## src/rtl/iob_ram_dp_be_pipe_pkg.sv

```systemverilog
// Shared types and constants for the dual-port byte-enable RAM.
// Latency: n/a (declarations only).
// Backpressure: n/a.
package iob_ram_dp_be_pipe_pkg;

  // Clear-engine states: INIT sweeps zeros through the array, IDLE serves ports
  typedef enum logic {
    INIT = 1'b0,
    IDLE = 1'b1
  } state_t;

  // Same-port read-during-write selection
  localparam int RD_FIRST = 0;
  localparam int WR_FIRST = 1;

  // Number of byte-enable columns in one word
  function automatic int calc_ncol(input int data_w, input int col_w);
    return data_w / col_w;
  endfunction

endpackage

```

## src/rtl/iob_ram_rd_pipe.sv

```systemverilog
// Read-data / read-valid output pipeline for one RAM port.
// Latency: READ_LAT cycles (1 or 2) from in_vld to rvalid.
// Backpressure: none; dout holds its last value between valid reads.
module iob_ram_rd_pipe #(
  parameter int DATA_W   = 32,
  parameter int READ_LAT = 1
) (
  input  logic              clk,
  input  logic              arst_n,
  input  logic              in_vld,
  input  logic [DATA_W-1:0] in_dat,
  output logic [DATA_W-1:0] dout,
  output logic              rvalid
);

  generate
    if (READ_LAT == 2) begin : g_lat2
      logic              s1_vld;
      logic [DATA_W-1:0] s1_dat;

      // Two register stages; each data stage loads only when its valid is set
      always_ff @(posedge clk or negedge arst_n) begin
        if (!arst_n) begin
          s1_vld <= 1'b0;
          s1_dat <= '0;
          rvalid <= 1'b0;
          dout   <= '0;
        end else begin
          s1_vld <= in_vld;
          if (in_vld) s1_dat <= in_dat;
          rvalid <= s1_vld;
          if (s1_vld) dout <= s1_dat;
        end
      end
    end else begin : g_lat1
      // Single register stage; data loads only on a valid read
      always_ff @(posedge clk or negedge arst_n) begin
        if (!arst_n) begin
          rvalid <= 1'b0;
          dout   <= '0;
        end else begin
          rvalid <= in_vld;
          if (in_vld) dout <= in_dat;
        end
      end
    end
  endgenerate

endmodule

```

## src/rtl/iob_ram_dp_be_pipe.sv

```systemverilog
// True dual-port byte-enable RAM with write-collision merge and a zeroing clear engine.
// Latency: READ_LAT cycles from accepted access to rvalid; the clear sweep takes 2**ADDR_W cycles.
// Backpressure: none; while busy both ports are ignored (no write, no rvalid).
module iob_ram_dp_be_pipe
  import iob_ram_dp_be_pipe_pkg::*;
#(
  parameter int  DATA_W   = 32,
  parameter int  ADDR_W   = 4,
  parameter int  COL_W    = 8,
  parameter int  READ_LAT = 1,
  parameter int  WR_MODE  = 0,
  localparam int NCOL     = calc_ncol(DATA_W, COL_W)
) (
  input  logic              clk,
  input  logic              arst_n,
  input  logic              clr,
  output logic              busy,
  input  logic              enA,
  input  logic [NCOL-1:0]   weA,
  input  logic [ADDR_W-1:0] addrA,
  input  logic [DATA_W-1:0] dinA,
  output logic [DATA_W-1:0] doutA,
  output logic              rvalidA,
  input  logic              enB,
  input  logic [NCOL-1:0]   weB,
  input  logic [ADDR_W-1:0] addrB,
  input  logic [DATA_W-1:0] dinB,
  output logic [DATA_W-1:0] doutB,
  output logic              rvalidB,
  output logic              coll
);

  localparam int DEPTH = 2 ** ADDR_W;

  state_t            state, state_nxt;
  logic [ADDR_W-1:0] cnt, cnt_nxt;
  logic              acc_a, acc_b;
  logic [NCOL-1:0]   ovl;
  logic [DATA_W-1:0] mem [DEPTH];
  logic [DATA_W-1:0] old_a, old_b, new_a, new_b, rd_a, rd_b;

  assign busy  = (state == INIT);
  assign acc_a = enA && (state == IDLE);
  assign acc_b = enB && (state == IDLE);
  // Columns both ports write to the same word this cycle; port A owns them
  assign ovl   = (acc_a && acc_b && (addrA == addrB)) ? (weA & weB) : '0;

  // Clear-engine state and sweep counter
  always_ff @(posedge clk or negedge arst_n) begin
    if (!arst_n) begin
      state <= INIT;
      cnt   <= '0;
    end else begin
      state <= state_nxt;
      cnt   <= cnt_nxt;
    end
  end

  // Sweep every address once, then serve ports until clr restarts the sweep
  always_comb begin
    state_nxt = state;
    cnt_nxt   = cnt;
    case (state)
      INIT: begin
        cnt_nxt = cnt + 1'b1;
        if (&cnt) state_nxt = IDLE;
      end
      IDLE: begin
        if (clr) begin
          state_nxt = INIT;
          cnt_nxt   = '0;
        end
      end
      default: state_nxt = INIT;
    endcase
  end

  // Read words: pre-write contents and per-port post-write merged words
  always_comb begin
    old_a = mem[addrA];
    old_b = mem[addrB];
    new_a = old_a;
    new_b = old_b;
    for (int c = 0; c < NCOL; c++) begin
      if (weA[c]) new_a[c*COL_W +: COL_W] = dinA[c*COL_W +: COL_W];
      if (weB[c]) new_b[c*COL_W +: COL_W] = ovl[c] ? dinA[c*COL_W +: COL_W]
                                                   : dinB[c*COL_W +: COL_W];
    end
  end

  assign rd_a = (WR_MODE == WR_FIRST) ? new_a : old_a;
  assign rd_b = (WR_MODE == WR_FIRST) ? new_b : old_b;

  // Array update: zero sweep in INIT, byte-enabled port writes in IDLE
  always_ff @(posedge clk) begin
    if (state == INIT) begin
      mem[cnt] <= '0;
    end else begin
      for (int c = 0; c < NCOL; c++) begin
        if (acc_a && weA[c])
          mem[addrA][c*COL_W +: COL_W] <= dinA[c*COL_W +: COL_W];
        if (acc_b && weB[c] && !ovl[c])
          mem[addrB][c*COL_W +: COL_W] <= dinB[c*COL_W +: COL_W];
      end
    end
  end

  // One-cycle collision flag for overlapping same-address writes
  always_ff @(posedge clk or negedge arst_n) begin
    if (!arst_n) coll <= 1'b0;
    else         coll <= |ovl;
  end

  iob_ram_rd_pipe #(.DATA_W(DATA_W), .READ_LAT(READ_LAT)) u_pipe_a (
    .clk    (clk),
    .arst_n (arst_n),
    .in_vld (acc_a),
    .in_dat (rd_a),
    .dout   (doutA),
    .rvalid (rvalidA)
  );

  iob_ram_rd_pipe #(.DATA_W(DATA_W), .READ_LAT(READ_LAT)) u_pipe_b (
    .clk    (clk),
    .arst_n (arst_n),
    .in_vld (acc_b),
    .in_dat (rd_b),
    .dout   (doutB),
    .rvalid (rvalidB)
  );

endmodule

```

## config.mk

```make
export PLATFORM = sky130hd
export DESIGN_NAME = iob_ram_dp_be_pipe
export DESIGN_NICKNAME = d
export VERILOG_FILES = /design/src/rtl/iob_ram_dp_be_pipe_pkg.sv /design/src/rtl/iob_ram_rd_pipe.sv /design/src/rtl/iob_ram_dp_be_pipe.sv
export SDC_FILE = /design/constraint.sdc
export NUM_CORES = 1
export LEC_CHECK = 0
export BUFFER_PORTS_ARGS = -buffer_cell sky130_fd_sc_hd__buf_2
export CAP_MARGIN = 20
export CORE_MARGIN = 3
export CORE_UTILIZATION = 30
export CTS_BUF_LIST = sky130_fd_sc_hd__clkbuf_2
export CTS_CLUSTER_DIAMETER = 80
export DETAILED_ROUTE_END_ITERATION = 6
export PLACE_DENSITY = 0.54
export SETUP_SLACK_MARGIN = 0.2
export SLEW_MARGIN = 20
export SYNTH_ARGS = -nofsm -noshare
export SYNTH_HDL_FRONTEND = slang
export SYNTH_SLANG_ARGS = --single-unit
```

## constraint.sdc

```tcl
create_clock -name clk -period 4.1 [get_ports clk]
set_input_delay 0.615 -clock clk [delete_from_list [all_inputs] [get_ports clk]]
set_output_delay 0.615 -clock clk [all_outputs]
set_load 0.02 [all_outputs]
```

Yosys cells after proc, flatten, opt, wreduce, memory -nomap -nowiden
Memories as Yosys holds them, arrays and structs flattened. A register that Yosys moved wholly into a read port is not among the register bits.
Cells that the tools add are included.

word-level totals
  bits in registers = 8
  memory bits (writable) = 512
  input bits = 85
  output and inout bits = 68
  logic and storage cells = 70
  memories kept = 1

cells by class
  $add $sub $neg = 1
  eq/ne operators = 2
  muxes and demuxes = 34
  bitwise gates (word level) = 2
  reduce and logical (&&, ||, !) cells = 25

memories
  memory  words  width  rd ports  clocked after memory_dff  wr ports  line                      source
  mem     16     32     2         2                         2         iob_ram_dp_be_pipe.sv:39  logic [DATA_W-1:0] mem [DEPTH];

operator list
  kind                   count
  $mux W32               1
  $reduce_or A32 Y1      1
  $mux W1                27
  $logic_and A1 B1 Y1    16
  $mux W4                4
  $pmux W4 S2            1
  $logic_not A1 Y1       6
  $add A4 B1 Y4 const B  1
  $and A4 B4 Y4          1
  $eq A4 B4 Y1           1
  $reduce_and A4 Y1      1
  $reduce_or A4 Y1       1
  $ne A2 B2 Y1 const B   1
  $pmux W1 S2            1
  $not A1 Y1             1

Depth between registers and ports, before layout
  word-level depth = 9
  gate-level depth with buffers = 10

Hierarchy
Synthesis repeated with hierarchy kept, for this count alone.

unflattened totals
  cell total of the unflattened synthesis = 1966
  area total of the unflattened synthesis = 34184.0 um2

by module, submodules not included
  module              times used  cells each  area an instance (um2)  seq. area each (um2)
  iob_ram_dp_be_pipe  1           1828        31443.9                 15524.9
  iob_ram_rd_pipe     2           69          1370.1                  825.8

Worst setup path after synthesis
No wires, ideal clock.

  path type = input -> register
  start = in weA[1]
  end = mem mem[0][16] (enable)
  library setup time = 0.387 ns
  arrival time = 2.708 ns
  required time = 3.713 ns
  slack = 1.006 ns
  stages = 9
  buffers on the path = 4
  path through = clkbuf_1 > nor4_1 > nor2_2 > buf_2 > buf_4 > nor3_1 > a31oi_1 > buf_2 > o31ai_1

RTL lines
  element          line                      source
  start, declared  iob_ram_dp_be_pipe.sv:19  input logic [NCOL-1:0] weA,
  end, declared    iob_ram_dp_be_pipe.sv:39

==> flow_summary.ini <==
[outcome]
status = completed

[synth]
synthCells = 2721
syn_area_mm2 = 0.0337
synth_ff_type = edfxtp_1
synth_seq_cells = 584
synth.avg_cell_area_um2 = 12.4
synth-edff-count = 512
ys_seq_area_share_pct = 50.9
yosysUniqueCellTypes = 50
yosysWarnings = 0
async_flop_share_pct = 12.3
synth_nets = 2807

[clock_network]
tritoncts = yes
cts_buffer_depth = 3
clock_latency_ns = 1.43
htreeDepth = 4
cts-buffers-inserted = 153
cts_sinks = 584
cts_root_buffer = clkbuf_2
clkSlewWorstSetupHoldPaths_ns = 0.11

[timing]
finalSetupViolCount = 0
fin_tns_setup_ns = 0
fmax_mhz = 273
grt_setup_unrepaired = false
timing.final.ws_setup_ns = 0.436
final-hold-violation-count = 0
fin_hold_ws_ns = 0.217
slew_violations = 0
worstMarginPinSlew_ns = 1.18
fin_skew_ns = 0.125
relSlewSlack_pct = 21.2
period_share_pct = 89.4
period_needed_ns = 3.66

[worst_hold_path]
hp-class = in2reg

[global_routing]
grt_pass1_vias = 26371
use_met3_pct = 5.83
grt_pass1_wl_mm = 188
grt_util_all_layers_pct = 22.2
grt_max_degree = 134
met1_usage_pct = 28.6
globalRoute.busiestLayer = met2
antenna_found_initial = 9
grt_use_met2_pct = 35.1
grt_overflow = 0

[power]
power.leakage_uw = 0.0160
powerDensity_mw_per_mm2 = 479
p_sw_share_pct = 37.9
seq_power_share_pct = 46.7
vdd_drop_max_mv = 0.301
power_switching_uw = 7210
p_comb_share_pct = 30.3
internal-power_uw = 11800
clkPwrFrac_pct = 23.0

[critical_path]
slowest_stage = dlygate4sd3_1
arrival_ns = 4.86
cp_top_family = buffers and inverters
cp_max_fo = 12
critPathKind = reg2reg
cp.buffers_inverters = 2
worst_setup_path_start_kind = flop
endpoint_kind = flop
path_cells = and2_4 -> and3_1 -> a31oi_2 -> dlygate4sd3_1 -> nand2_2 -> mux2_2 -> dlygate4sd3_1
cp_slowest_stage_delay_ns = 0.63
crit_required_ns = 5.30
cpMostUsedCell = dlygate4sd3_1

[detailed_routing]
drc_errors = 0
drtPass1Iterations = 7
wl_mm = 132
routed_via_density = 5.57
post_drt_wl_per_cell_um = 28.2
num_vias = 26110
antenna_left = 0
drtIter0Drc = 2596

[finish]
utilization_pct = 35.7
nNetsFinal = 3154
layout_common_cells = edfxtp_1, mux2i_1, mux2_2, nand2_1, clkbuf_2
nFillCells = 11094
final_layout_size_suffix_gt1_share_pct = 31.9
layout_commonest_cell = edfxtp_1
fin_area_mm2 = 0.0397
area_growth_pct = 17.7

[die]
die_h_um = 341
placeableCoreArea_mm2 = 0.111
die_area_mm2 = 0.116
io_pins = 153
floorplan.initialDensity_pct = 30.3
die_w_um = 341
row_count = 122

[placed_design]
post-dp-hpwl_mm = 86.1
dpl_cell_area_mm2 = 0.0370
io_buffer_count = 152
dp_slack_ns = 0.367
place_congestion = 0.841

[flow_run]
cap_violations = 0
logic make-up (layout without fill, tap and decap cells):
family                   after synthesis  count (layout)  synth area share [%]
flip-flops                           584             584                  50.9
buffers and inverters                254             727                  3.15
AND/OR/NAND/NOR                      529             529                  7.20
XOR/XNOR                               6               6                 0.156
multiplexers                         904             904                  29.6
adder cells (fa/ha/maj)                1               1                0.0371
other                                  0               4                     0
AO/OA/AOI/OAI                        443             443                  8.93
stage by stage:
| step | std cells | power, µW |
|---|---|---|
| CTS | 4682 | 19100 |
| detailed placement | 4281 | 14600 |
| floorplan | 2721 | 11800 |
| finish | 4686 | 19000 |
| global route | 4685 | 19900 |
| global placement | 4281 | 14500 |
state kept, by name (all words and copies together) (netlist names):
signal,flops
cnt,4
coll,1
mem,512
state,1
u_pipe_a.dout,32
u_pipe_a.rvalid,1
u_pipe_b.dout,32
u_pipe_b.rvalid,1
cells in the mapped netlist (9+ instances only):
library cell  count  share of area (%)
a211oi_1         15               0.33
nand2_4          10               0.33
nand3_1          75                1.1
buf_1            21               0.23
and2_0            9               0.17
dfrtp_1          72                5.3
a31oi_1          27               0.50
mux4_2           32                2.1
and2_1           26               0.48
buf_2            48               0.71
a221oi_1         32               0.83
a21oi_1          20               0.30
mux2i_1         448                 13
o22ai_1          67                1.2
mux2_1           88                2.9
mux2_2          336                 11
nor2_1           85               0.95
inv_1            15               0.17
nand4_1          32               0.59
clkbuf_1        159                1.8
nand2_2          10               0.19
o31ai_1          62                1.4
a22oi_1          98                2.2
edfxtp_1        512                 46
nand2_1         252                2.8
o21ai_0         106                1.6
final timing paths:
kind                                   start           endpoint  slack [ns]  cells past startpoint
max in group asynchronous             arst_n   u_pipe_a.dout[3]        3.21                      4
min in group asynchronous             arst_n   u_pipe_b.dout[1]        0.44                      4
max                                    state         mem[14][7]        0.44                      7
max reg2reg                            state         mem[14][7]        0.44                      7
min                                      clr             cnt[0]        0.22                      4
min reg2reg                u_pipe_a.dout[22]  u_pipe_a.dout[22]        0.48                      2
power groups by stage:
stage	Sequential [µW]	Clock (µW)	Combinational, µW
after floorplan	9040	0	2740
after global placement	8990	0	5520
after detailed placement	9000	0	5570
after CTS	8880	4480	5730
after global routing	9020	4750	6120
final	8890	4370	5770
metal layers:
metal / up-vias / wire length, µm
li1: 11308 / -
met1: 13217 / 54000
met2: 1270 / 60400
met3: 309 / 12000
met4: 6 / 5990
met5: - / 38
worst register-to-register path, cell delays in order (launching register included):
cell           delay (ns)
dfrtp_1              0.57
and2_4               0.22
and3_1               0.58
a31oi_2              0.26
dlygate4sd3_1        0.63
nand2_2              0.30
mux2_2               0.39
dlygate4sd3_1        0.56
layout make-up:
class                   count  area [µm²]  area share (%)
clock buffers             225        1130            2.84
clock inverters            56         338           0.851
diodes                      4        10.0          0.0252
repair buffers            430        3280            8.27
flip-flops and latches    584       17200            43.3
inverters                  16        60.1           0.151
well taps                1488        1860            4.69
multi-input cells        1883       15800            39.9
what timing repair did:
action,4_1_cts,5_1_grt
endpoints found under the hold margin,638,0
resized for setup,0,2
hold buffers,120,0
setup buffers,0,0
setup endpoints to repair,0,4
(Power assumes the default switching activity.)
